$ cat config.mk
export PLATFORM = sky130hd
export DESIGN_NAME = pack_framer
export DESIGN_NICKNAME = d
export VERILOG_FILES = /design/src/rtl/pack_framer.sv
export SDC_FILE = /design/constraint.sdc
export NUM_CORES = 1
export LEC_CHECK = 0
export BUFFER_PORTS_ARGS = -buffer_cell sky130_fd_sc_hd__buf_2
export CAP_MARGIN = 25
export CORE_ASPECT_RATIO = 1.25
export CORE_MARGIN = 8
export CORE_UTILIZATION = 36
export CTS_CLUSTER_DIAMETER = 200
export DETAILED_ROUTE_END_ITERATION = 6
export GPL_TIMING_DRIVEN = 0
export PLACE_DENSITY_LB_ADDON = 0.08
export REMOVE_ABC_BUFFERS = 1
export SYNTH_ARGS = -nofsm -noshare
export SYNTH_HDL_FRONTEND = slang
export SYNTH_SLANG_ARGS = --single-unit
$ cat constraint.sdc
create_clock -name clk -period 11.8 [get_ports clk]
set_clock_uncertainty 0.05 [all_clocks]
set_input_delay 1.18 -clock clk [delete_from_list [all_inputs] [get_ports clk]]
set_output_delay 1.18 -clock clk [all_outputs]
set_load 0.01 [all_outputs]
$ cat src/rtl/pack_framer.sv
// pack_framer: collects a sync-marked frame of UART bytes, verifies an 8-bit
// additive checksum and publishes the output/freq patterns and control byte.
//
// state     | meaning
// ----------+------------------------------------------------------------
// S_IDLE    | waiting for SYNC_BYTE; all other bytes are dropped
// S_PAYLOAD | shifting PACK_NUM payload bytes into staging, summing them
// S_CHECK   | next byte is the checksum; commit staging or flag an error
module pack_framer #(
    parameter int          DATA_BIT    = 32,
    parameter int          PACK_NUM    = (DATA_BIT / 8) * 2 + 1,
    parameter logic [7:0]  SYNC_BYTE   = 8'hA5,
    parameter int          TIMEOUT_CLK = 20000
) (
    input  logic                clk,
    input  logic                rst,
    input  logic [7:0]          i_data,
    input  logic                i_rx_done_tick,
    output logic [DATA_BIT-1:0] o_output_pattern,
    output logic [DATA_BIT-1:0] o_freq_pattern,
    output logic [7:0]          o_ctrl,
    output logic                o_pack_valid,
    output logic                o_chk_err,
    output logic                o_timeout,
    output logic                o_busy,
    output logic [7:0]          o_pack_cnt
);

    localparam int STAGE_W = PACK_NUM * 8;
    localparam int IDX_W   = (PACK_NUM > 1) ? $clog2(PACK_NUM) : 1;
    localparam int TMO_W   = (TIMEOUT_CLK > 1) ? $clog2(TIMEOUT_CLK) : 1;

    localparam logic [IDX_W-1:0] IDX_LAST = IDX_W'(PACK_NUM - 1);
    // The inter-byte timer counts down from TIMEOUT_CLK-1; reaching zero with
    // no byte is the same instant an up-counter would hit TIMEOUT_CLK-1.
    localparam logic [TMO_W-1:0] TMO_LOAD = TMO_W'(TIMEOUT_CLK - 1);

    typedef enum logic [1:0] {
        S_IDLE    = 2'd0,
        S_PAYLOAD = 2'd1,
        S_CHECK   = 2'd2
    } state_t;

    state_t               state_q;
    logic [IDX_W-1:0]     idx_q;
    logic [7:0]           sum_q;
    logic [TMO_W-1:0]     tmo_q;
    logic [STAGE_W-1:0]   stage_q;

    logic [DATA_BIT-1:0]  out_pat_q;
    logic [DATA_BIT-1:0]  freq_pat_q;
    logic [7:0]           ctrl_q;
    logic                 pack_valid_q;
    logic                 chk_err_q;
    logic                 timeout_q;
    logic [7:0]           pack_cnt_q;

    logic [STAGE_W-1:0]   stage_d;
    logic [7:0]           sum_d;
    logic                 tmo_hit;

    // Bytes enter at the top so byte 0 ends up in the lowest lane.
    always_comb begin
        stage_d = {i_data, stage_q[STAGE_W-1:8]};
        sum_d   = sum_q + i_data;
        tmo_hit = (tmo_q == '0);
    end

    // Frame sequencer: byte consumption, checksum commit and timeout abort.
    always_ff @(posedge clk or posedge rst) begin
        if (rst) begin
            state_q      <= S_IDLE;
            idx_q        <= '0;
            sum_q        <= '0;
            tmo_q        <= '0;
            stage_q      <= '0;
            out_pat_q    <= '0;
            freq_pat_q   <= '0;
            ctrl_q       <= '0;
            pack_valid_q <= 1'b0;
            chk_err_q    <= 1'b0;
            timeout_q    <= 1'b0;
            pack_cnt_q   <= '0;
        end else begin
            pack_valid_q <= 1'b0;
            chk_err_q    <= 1'b0;
            timeout_q    <= 1'b0;
            case (state_q)
                S_IDLE: begin
                    if (i_rx_done_tick && (i_data == SYNC_BYTE)) begin
                        state_q <= S_PAYLOAD;
                        idx_q   <= '0;
                        sum_q   <= '0;
                        tmo_q   <= TMO_LOAD;
                    end
                end
                S_PAYLOAD: begin
                    // A byte always beats the timer, even on the terminal clock.
                    if (i_rx_done_tick) begin
                        stage_q <= stage_d;
                        sum_q   <= sum_d;
                        tmo_q   <= TMO_LOAD;
                        idx_q   <= idx_q + IDX_W'(1);
                        if (idx_q == IDX_LAST) begin
                            state_q <= S_CHECK;
                        end
                    end else if (tmo_hit) begin
                        timeout_q <= 1'b1;
                        stage_q   <= '0;
                        state_q   <= S_IDLE;
                    end else begin
                        tmo_q <= tmo_q - TMO_W'(1);
                    end
                end
                S_CHECK: begin
                    if (i_rx_done_tick) begin
                        tmo_q   <= TMO_LOAD;
                        state_q <= S_IDLE;
                        if (i_data == sum_q) begin
                            out_pat_q    <= stage_q[DATA_BIT-1:0];
                            freq_pat_q   <= stage_q[2*DATA_BIT-1:DATA_BIT];
                            ctrl_q       <= stage_q[2*DATA_BIT +: 8];
                            pack_valid_q <= 1'b1;
                            pack_cnt_q   <= pack_cnt_q + 8'd1;
                        end else begin
                            chk_err_q <= 1'b1;
                        end
                    end else if (tmo_hit) begin
                        timeout_q <= 1'b1;
                        stage_q   <= '0;
                        state_q   <= S_IDLE;
                    end else begin
                        tmo_q <= tmo_q - TMO_W'(1);
                    end
                end
                default: begin
                    state_q <= S_IDLE;
                end
            endcase
        end
    end

    // Busy simply reflects the registered state; all other outputs are registers.
    always_comb begin
        o_busy = (state_q != S_IDLE);
    end

    assign o_output_pattern = out_pat_q;
    assign o_freq_pattern   = freq_pat_q;
    assign o_ctrl           = ctrl_q;
    assign o_pack_valid     = pack_valid_q;
    assign o_chk_err        = chk_err_q;
    assign o_timeout        = timeout_q;
    assign o_pack_cnt       = pack_cnt_q;

endmodule

==> flow_summary.json, run 1 <==
{
  "status": "completed",
  "ys_ff_latch": 184,
  "hp-class": "flip-flop to flip-flop",
  "cap_violations": 0,
  "crit_fanout": 75,
  "grt_pass1_wl_um": 29700,
  "fp.dieW_um": 146,
  "grt_max_degree": 107,
  "clk_pin_slew_worst_paths_ns": 0.07,
  "yosysTopAreaCell": "dfrtp_1",
  "fin_crit_sh_pct": 33.4,
  "drt-total-wl_um": 17400,
  "dp.cells": 1069,
  "grt_usage_pct": 13.8,
  "slew_violations": 0,
  "timing.fmax_mhz": 253,
  "overflow": 0,
  "syn_area_um2": 7650,
  "die_h_um": 179,
  "synth_warnings": 0,
  "worst_slack_ns": 7.85,
  "finalSetupViolations": 0,
  "antenna_found_initial": 0,
  "num_antenna_cells": 0,
  "slew_headroom_pct": 36.6,
  "cts_max_level": 4,
  "ys.flop_type": "dfrtp_1",
  "firstDrtPassIters": 4,
  "synth-async-reset-ratio_pct": 100,
  "fin_crit_ns": 3.95,
  "cts-resized-gates": 0,
  "synth-edff-count": 0,
  "fill_cells": 2044,
  "setup_tns_ns": 0,
  "total_power_mw": 1.44,
  "drive_gt1_share_pct": 17.3,
  "post-place-ws_ns": 7.33,
  "drc_errors": 0,
  "cts_setup_buffers": 0,
  "cts_tree": "built",
  "cts_sinks": 184,
  "via_count": 5587,
  "fin_nets": 842,
  "placementRows": 59,
  "finalNonFillerCells": 1102,
  "synth_area_leaders": "dfrtp_1, nand2_1, a22o_1",
  "area_growth_syn_to_layout_pct": 18.2,
  "synth_area_per_cell_um2": 10.4,
  "initial_core_util_pct": 36.7,
  "place.gp.congestion": 0.842,
  "io-pin-count": 95,
  "crit_arrival_ns": 4.21,
  "holdBufCountCts": 0,
  "via_per_inst": 5.07,
  "syn_inst": 736,
  "cts-root-buf": "clkbuf_16",
  "die_area_um2": 26200,
  "cts_buffers": 17,
  "rsz0062_at_grt": "false",
  "ys_seq_area_share_pct": 60.2,
  "port_buffers": 94,
  "tightest_slew_ns": 0.951,
  "wire_per_inst_um": 15.8,
  "grt_pass1_vias": 5810,
  "synth_top_area_share_pct": 60.2,
  "leakagePower_nw": 4.74,
  "critPathCaptureType": "flip-flop",
  "dp_hpwl_um": 11300,
  "ir_drop_mv": 0.0929,
  "drt_iter0_drc": 278,
  "cp.required_ns": 12.06,
  "power.density_nw_per_um2": 159,
  "cts_buffer_depth": 2,
  "hold_viol": 0,
  "worstSkewPairLatency_ns": 0.42,
  "ys_types": 48,
  "crit_type": "input port to flip-flop",
  "startpoint_type": "input port",
  "drtAntennaViolNets": 0,
  "core_um2": 20800
}
[worst max-delay path, cell delays in order]
cell and delay [ns]:
buf_2 0.14, ha_1 0.38, nor4_1 0.29, and3_1 0.27, nand3_4 0.67, clkinv_2 0.68, and3_1 0.29, nand4_1 0.13
xnor2_1 0.14
[metal layers]
metal / global-route usage (%) / wire, um / part of all wire (%) / vias to the layer above
met5: 0 / 0 / 0 / -
met4: 4.95 / 231 / 1.3 / 0
met3: 4.04 / 834 / 4.8 / 16
met2: 22.5 / 8300 / 48 / 91
met1: 17.3 / 8050 / 46 / 2804
li1: - / - / - / 2676
[logic make-up after synthesis]
| logic type | Yosys count | share of synthesized area, % |
|---|---|---|
| and+or+nand+nor | 316 | 17.5 |
| DFF | 184 | 60.2 |
| AOI/OAI and AO/OA | 153 | 14.6 |
| buffers and inverters | 52 | 3.24 |
| adders and majority gates | 16 | 2.72 |
| xor gates and xnor gates | 14 | 1.60 |
| muxes | 1 | 0.131 |
[synthesized netlist by cell type, drive strengths merged, types with 2 or more instances]
| cell type | count |
|---|---|
| clkinv | 2 |
| o41ai | 2 |
| dfrtp | 184 |
| a32o | 2 |
| inv | 10 |
| o31ai | 4 |
| or2 | 2 |
| a22oi | 8 |
| nor2b | 4 |
| or4 | 3 |
| nand4 | 7 |
| buf | 11 |
| nand3 | 4 |
| nand2 | 257 |
| nor4b | 2 |
| nand2b | 3 |
| ha | 15 |
| nor2 | 14 |
| nor3 | 5 |
| xor2 | 3 |
| nor3b | 2 |
| and2 | 3 |
| a21oi | 14 |
| a21o | 5 |
| a22o | 66 |
| clkbuf | 29 |
| a31oi | 9 |
| xnor2 | 11 |
| o21ai | 36 |
| nor4 | 6 |
| and3 | 3 |
[placed cells by master, fill, tap and decap left out, drive strengths merged, types with 5 or more instances in the layout]
| master | netlist | layout |
|---|---|---|
| ha | 15 | 15 |
| buf | 11 | 99 |
| dfrtp | 184 | 184 |
| nand2 | 257 | 257 |
| o21ai | 36 | 36 |
| inv | 10 | 17 |
| a31oi | 9 | 9 |
| a21oi | 14 | 14 |
| a21o | 5 | 5 |
| a22o | 66 | 66 |
| clkbuf | 29 | 19 |
| nor2 | 14 | 14 |
| nor3 | 5 | 5 |
| xnor2 | 11 | 11 |
| nand4 | 7 | 7 |
| nor4 | 6 | 6 |
| a22oi | 8 | 8 |
[power breakdown]
part | internal (mW) | switching, mW
Sequential | 0.668 | 0.0383
Clock | 0.349 | 0.262
Combinational | 0.0497 | 0.0676
Total | 1.07 | 0.368
[flip-flops by register name, indices dropped and copies added, names as in the netlist]
register / count
sum_q: 8
o_chk_err: 1
o_ctrl: 8
o_pack_cnt: 8
state_q: 2
o_pack_valid: 1
tmo_q: 15
o_freq_pattern: 32
idx_q: 4
o_output_pattern: 32
o_timeout: 1
stage_q: 72
[stage by stage]
stage / hold WS [ns] / cell area [um^2] / utilization (%)
after floorplan: 0.390 / 7450 / -
final: 0.419 / 9040 / 43.4
after global placement: 0.404 / 8260 / 39.7
after global routing: 0.438 / 9040 / 43.4
after CTS: 0.423 / 9030 / 43.4
after detailed placement: 0.408 / 8390 / 40.3
[final cells by class]
| type | instances | area, um^2 | share of cell area [%] |
|---|---|---|---|
| timing repair buffer | 100 | 578 | 6.40 |
| tap | 274 | 343 | 3.79 |
| inverter | 12 | 53.8 | 0.595 |
| sequential | 184 | 4600 | 50.9 |
| clock buffer | 18 | 439 | 4.86 |
| multi-input combinational | 500 | 2820 | 31.2 |
| clock inverter | 14 | 204 | 2.26 |
[final timing paths]
path / start / cells past startpoint / slack, ns / endpoint
worst min register to register: o_pack_cnt[7] / 1 / 0.42 / o_pack_cnt[7]
max in group asynchronous: rst / 3 / 10.03 / o_freq_pattern[30]
worst max register to register: sum_q[4] / 8 / 8.39 / o_pack_cnt[7]
worst max-delay path: i_data[4] / 9 / 7.85 / o_pack_cnt[7]
worst min-delay path: o_pack_cnt[7] / 1 / 0.42 / o_pack_cnt[7]
min in group asynchronous: rst / 2 / 0.76 / o_output_pattern[2]
Power figures use the tool's default switching activity.
==> run 2, diff against run 1 <==
==> constraint.sdc (replaced) <==
create_clock -name clk -period 3.5 [get_ports clk]
set_clock_uncertainty 0.05 [all_clocks]
set_input_delay 0.35 -clock clk [delete_from_list [all_inputs] [get_ports clk]]
set_output_delay 0.35 -clock clk [all_outputs]
set_load 0.01 [all_outputs]
==> flow_summary.json, run 2 (synthesis results as in run 1) <==
{
  "finalSetupViolations": 0,
  "num_antenna_cells": 0,
  "worst_path_largest_cell_delay_ns": 0.48,
  "power.density_nw_per_um2": 534,
  "setup_tns_ns": 0,
  "grt_pass1_vias": 5812,
  "final_cell_mix": "nand2_1, dfrtp_1, buf_2",
  "pwr-share-seq_pct": 49.2,
  "crit_type": "flip-flop to flip-flop",
  "fp.dieW_um": 146,
  "worstSkewPairLatency_ns": 0.42,
  "cts_buffer_depth": 2,
  "worst_slack_ns": 0.483,
  "clockPowerShare_pct": 42.6,
  "cts_buffers": 17,
  "drt_iter0_drc": 310,
  "sw_frac_of_total_pct": 25.6,
  "initial_core_util_pct": 36.7,
  "startpoint_type": "flip-flop",
  "largest_register": "stage_q",
  "cp_num_buf_inv": 1,
  "seq_area_um2": 4600,
  "firstDrtPassIters": 4,
  "overflow": 0,
  "hp-class": "input port to flip-flop",
  "drc_errors": 0,
  "cts-root-buf": "clkbuf_16",
  "place.gp.congestion": 0.842,
  "slew_violations": 0,
  "post_dp_cell_area_um2": 8390,
  "cp.required_ns": 3.76,
  "rrSetupSlack_ns": 0.48,
  "crit_arrival_ns": 3.27,
  "port_buffers": 94,
  "rsz0062_at_grt": "false",
  "crit_chain": "ha_1 -> nor4_1 -> and3_1 -> nand3_4 -> clkinv_4 -> and3_1 -> nand4_1 -> xnor2_1",
  "dp_hpwl_um": 11300,
  "finalNonFillerCells": 1104,
  "core_um2": 20800,
  "fill_cells": 2043,
  "hold_viol": 0,
  "cts_sinks": 184,
  "fin_nets": 844,
  "wire_per_inst_um": 16.1,
  "drive_gt1_share_pct": 17.3,
  "grt_max_degree": 107,
  "cp_slowest_cell": "nand3_4",
  "clk_pin_slew_worst_paths_ns": 0.07,
  "grt_usage_pct": 13.8,
  "via_per_inst": 5.04,
  "cap_violations": 0,
  "fin_crit_ns": 3.02,
  "slew_headroom_pct": 38.0,
  "grt_pass1_wl_um": 29700,
  "antenna_found_initial": 0,
  "die_h_um": 179,
  "drt-total-wl_um": 17800,
  "p_sw_mw": 1.24,
  "cts_max_level": 4,
  "multi_input_area_um2": 2830,
  "cts_tree": "built",
  "io-pin-count": 95,
  "fin_crit_sh_pct": 86.2,
  "power_frac_comb_pct": 8.2,
  "tightest_slew_ns": 0.929,
  "die_area_um2": 26200,
  "post-place-ws_ns": -0.143,
  "status": "completed",
  "holdWs_ns": 0.165,
  "area_growth_syn_to_layout_pct": 18.5,
  "critPathCaptureType": "flip-flop",
  "layout_commonest_cell": "nand2_1",
  "drtAntennaViolNets": 0,
  "critPathTopFamily": "simple AND/OR/NAND/NOR gates",
  "timing.fmax_mhz": 331,
  "placementRows": 59,
  "crit_fanout": 38,
  "p_int_mw": 3.60,
  "leakagePower_nw": 4.74,
  "ir_drop_mv": 0.310,
  "stdcell_area_um2": 9060,
  "via_count": 5568,
  "cts_setup_buffers": 0,
  "path_common_cell": "and3_1",
  "largest_reg_flops": 72,
  "dp.cells": 1069
}
==> run 2: through the flow <==
stage	utilization [%]	power, mW
after detailed placement	40.3	2.82
after CTS	43.5	4.92
after global routing	43.5	5.06
after global placement	39.7	2.79
after floorplan	-	2.67
final	43.5	4.84
==> run 2: worst reg2reg max path: cells and delay by family, from the launching register on <==
| kind | cells | cell delay, ns |
|---|---|---|
| simple gates | 5 | 1.53 |
| flops | 1 | 0.39 |
| fa+ha+maj | 1 | 0.36 |
| xor+xnor | 1 | 0.14 |
| buf+inv | 1 | 0.43 |
==> run 2: path summary, 6_finish.rpt <==
| check | start | endpoint | cells after the start |
|---|---|---|---|
| min | i_data[5] | stage_q[69] | 2 |
| max reg2reg | sum_q[4] | o_pack_cnt[7] | 8 |
| min reg2reg | o_freq_pattern[3] | o_freq_pattern[3] | 2 |
| min in group asynchronous | rst | o_output_pattern[2] | 3 |
| max in group asynchronous | rst | o_freq_pattern[30] | 4 |
| max | sum_q[4] | o_pack_cnt[7] | 8 |
==> run 2: timing repair <==
action | 4_1_cts | 5_1_grt
hold endpoints to repair | 78 | 0
cloned | 0 | 1
endpoints found under the setup margin | 2 | 3
resized for setup | 1 | 0
hold buffers | 1 | 0
==> run 2: metal layers <==
layer / up-vias / share of wire, % / track usage, %
met5: - / 0 / 0
met2: 104 / 48 / 22.5
li1: 2685 / - / -
met4: 0 / 0.67 / 4.95
met3: 8 / 5.5 / 4.04
met1: 2771 / 46 / 17.3
==> run 2: layout make-up <==
type,count,area share (%)
clock buffers,18,4.85
clock inverters,14,2.25
inverters,12,0.635
multi-input cells,501,31.2
flip-flops and latches,184,50.8
well taps,274,3.78
repair buffers,101,6.49
==> run 2: power groups by stage <==
stage	Combinational [mW]	Sequential, mW	Clock (mW)
global placement	0.369	2.42	0
detailed placement	0.401	2.42	0
finish	0.396	2.38	2.06
global route	0.453	2.40	2.21
CTS	0.405	2.38	2.13
floorplan	0.288	2.39	0
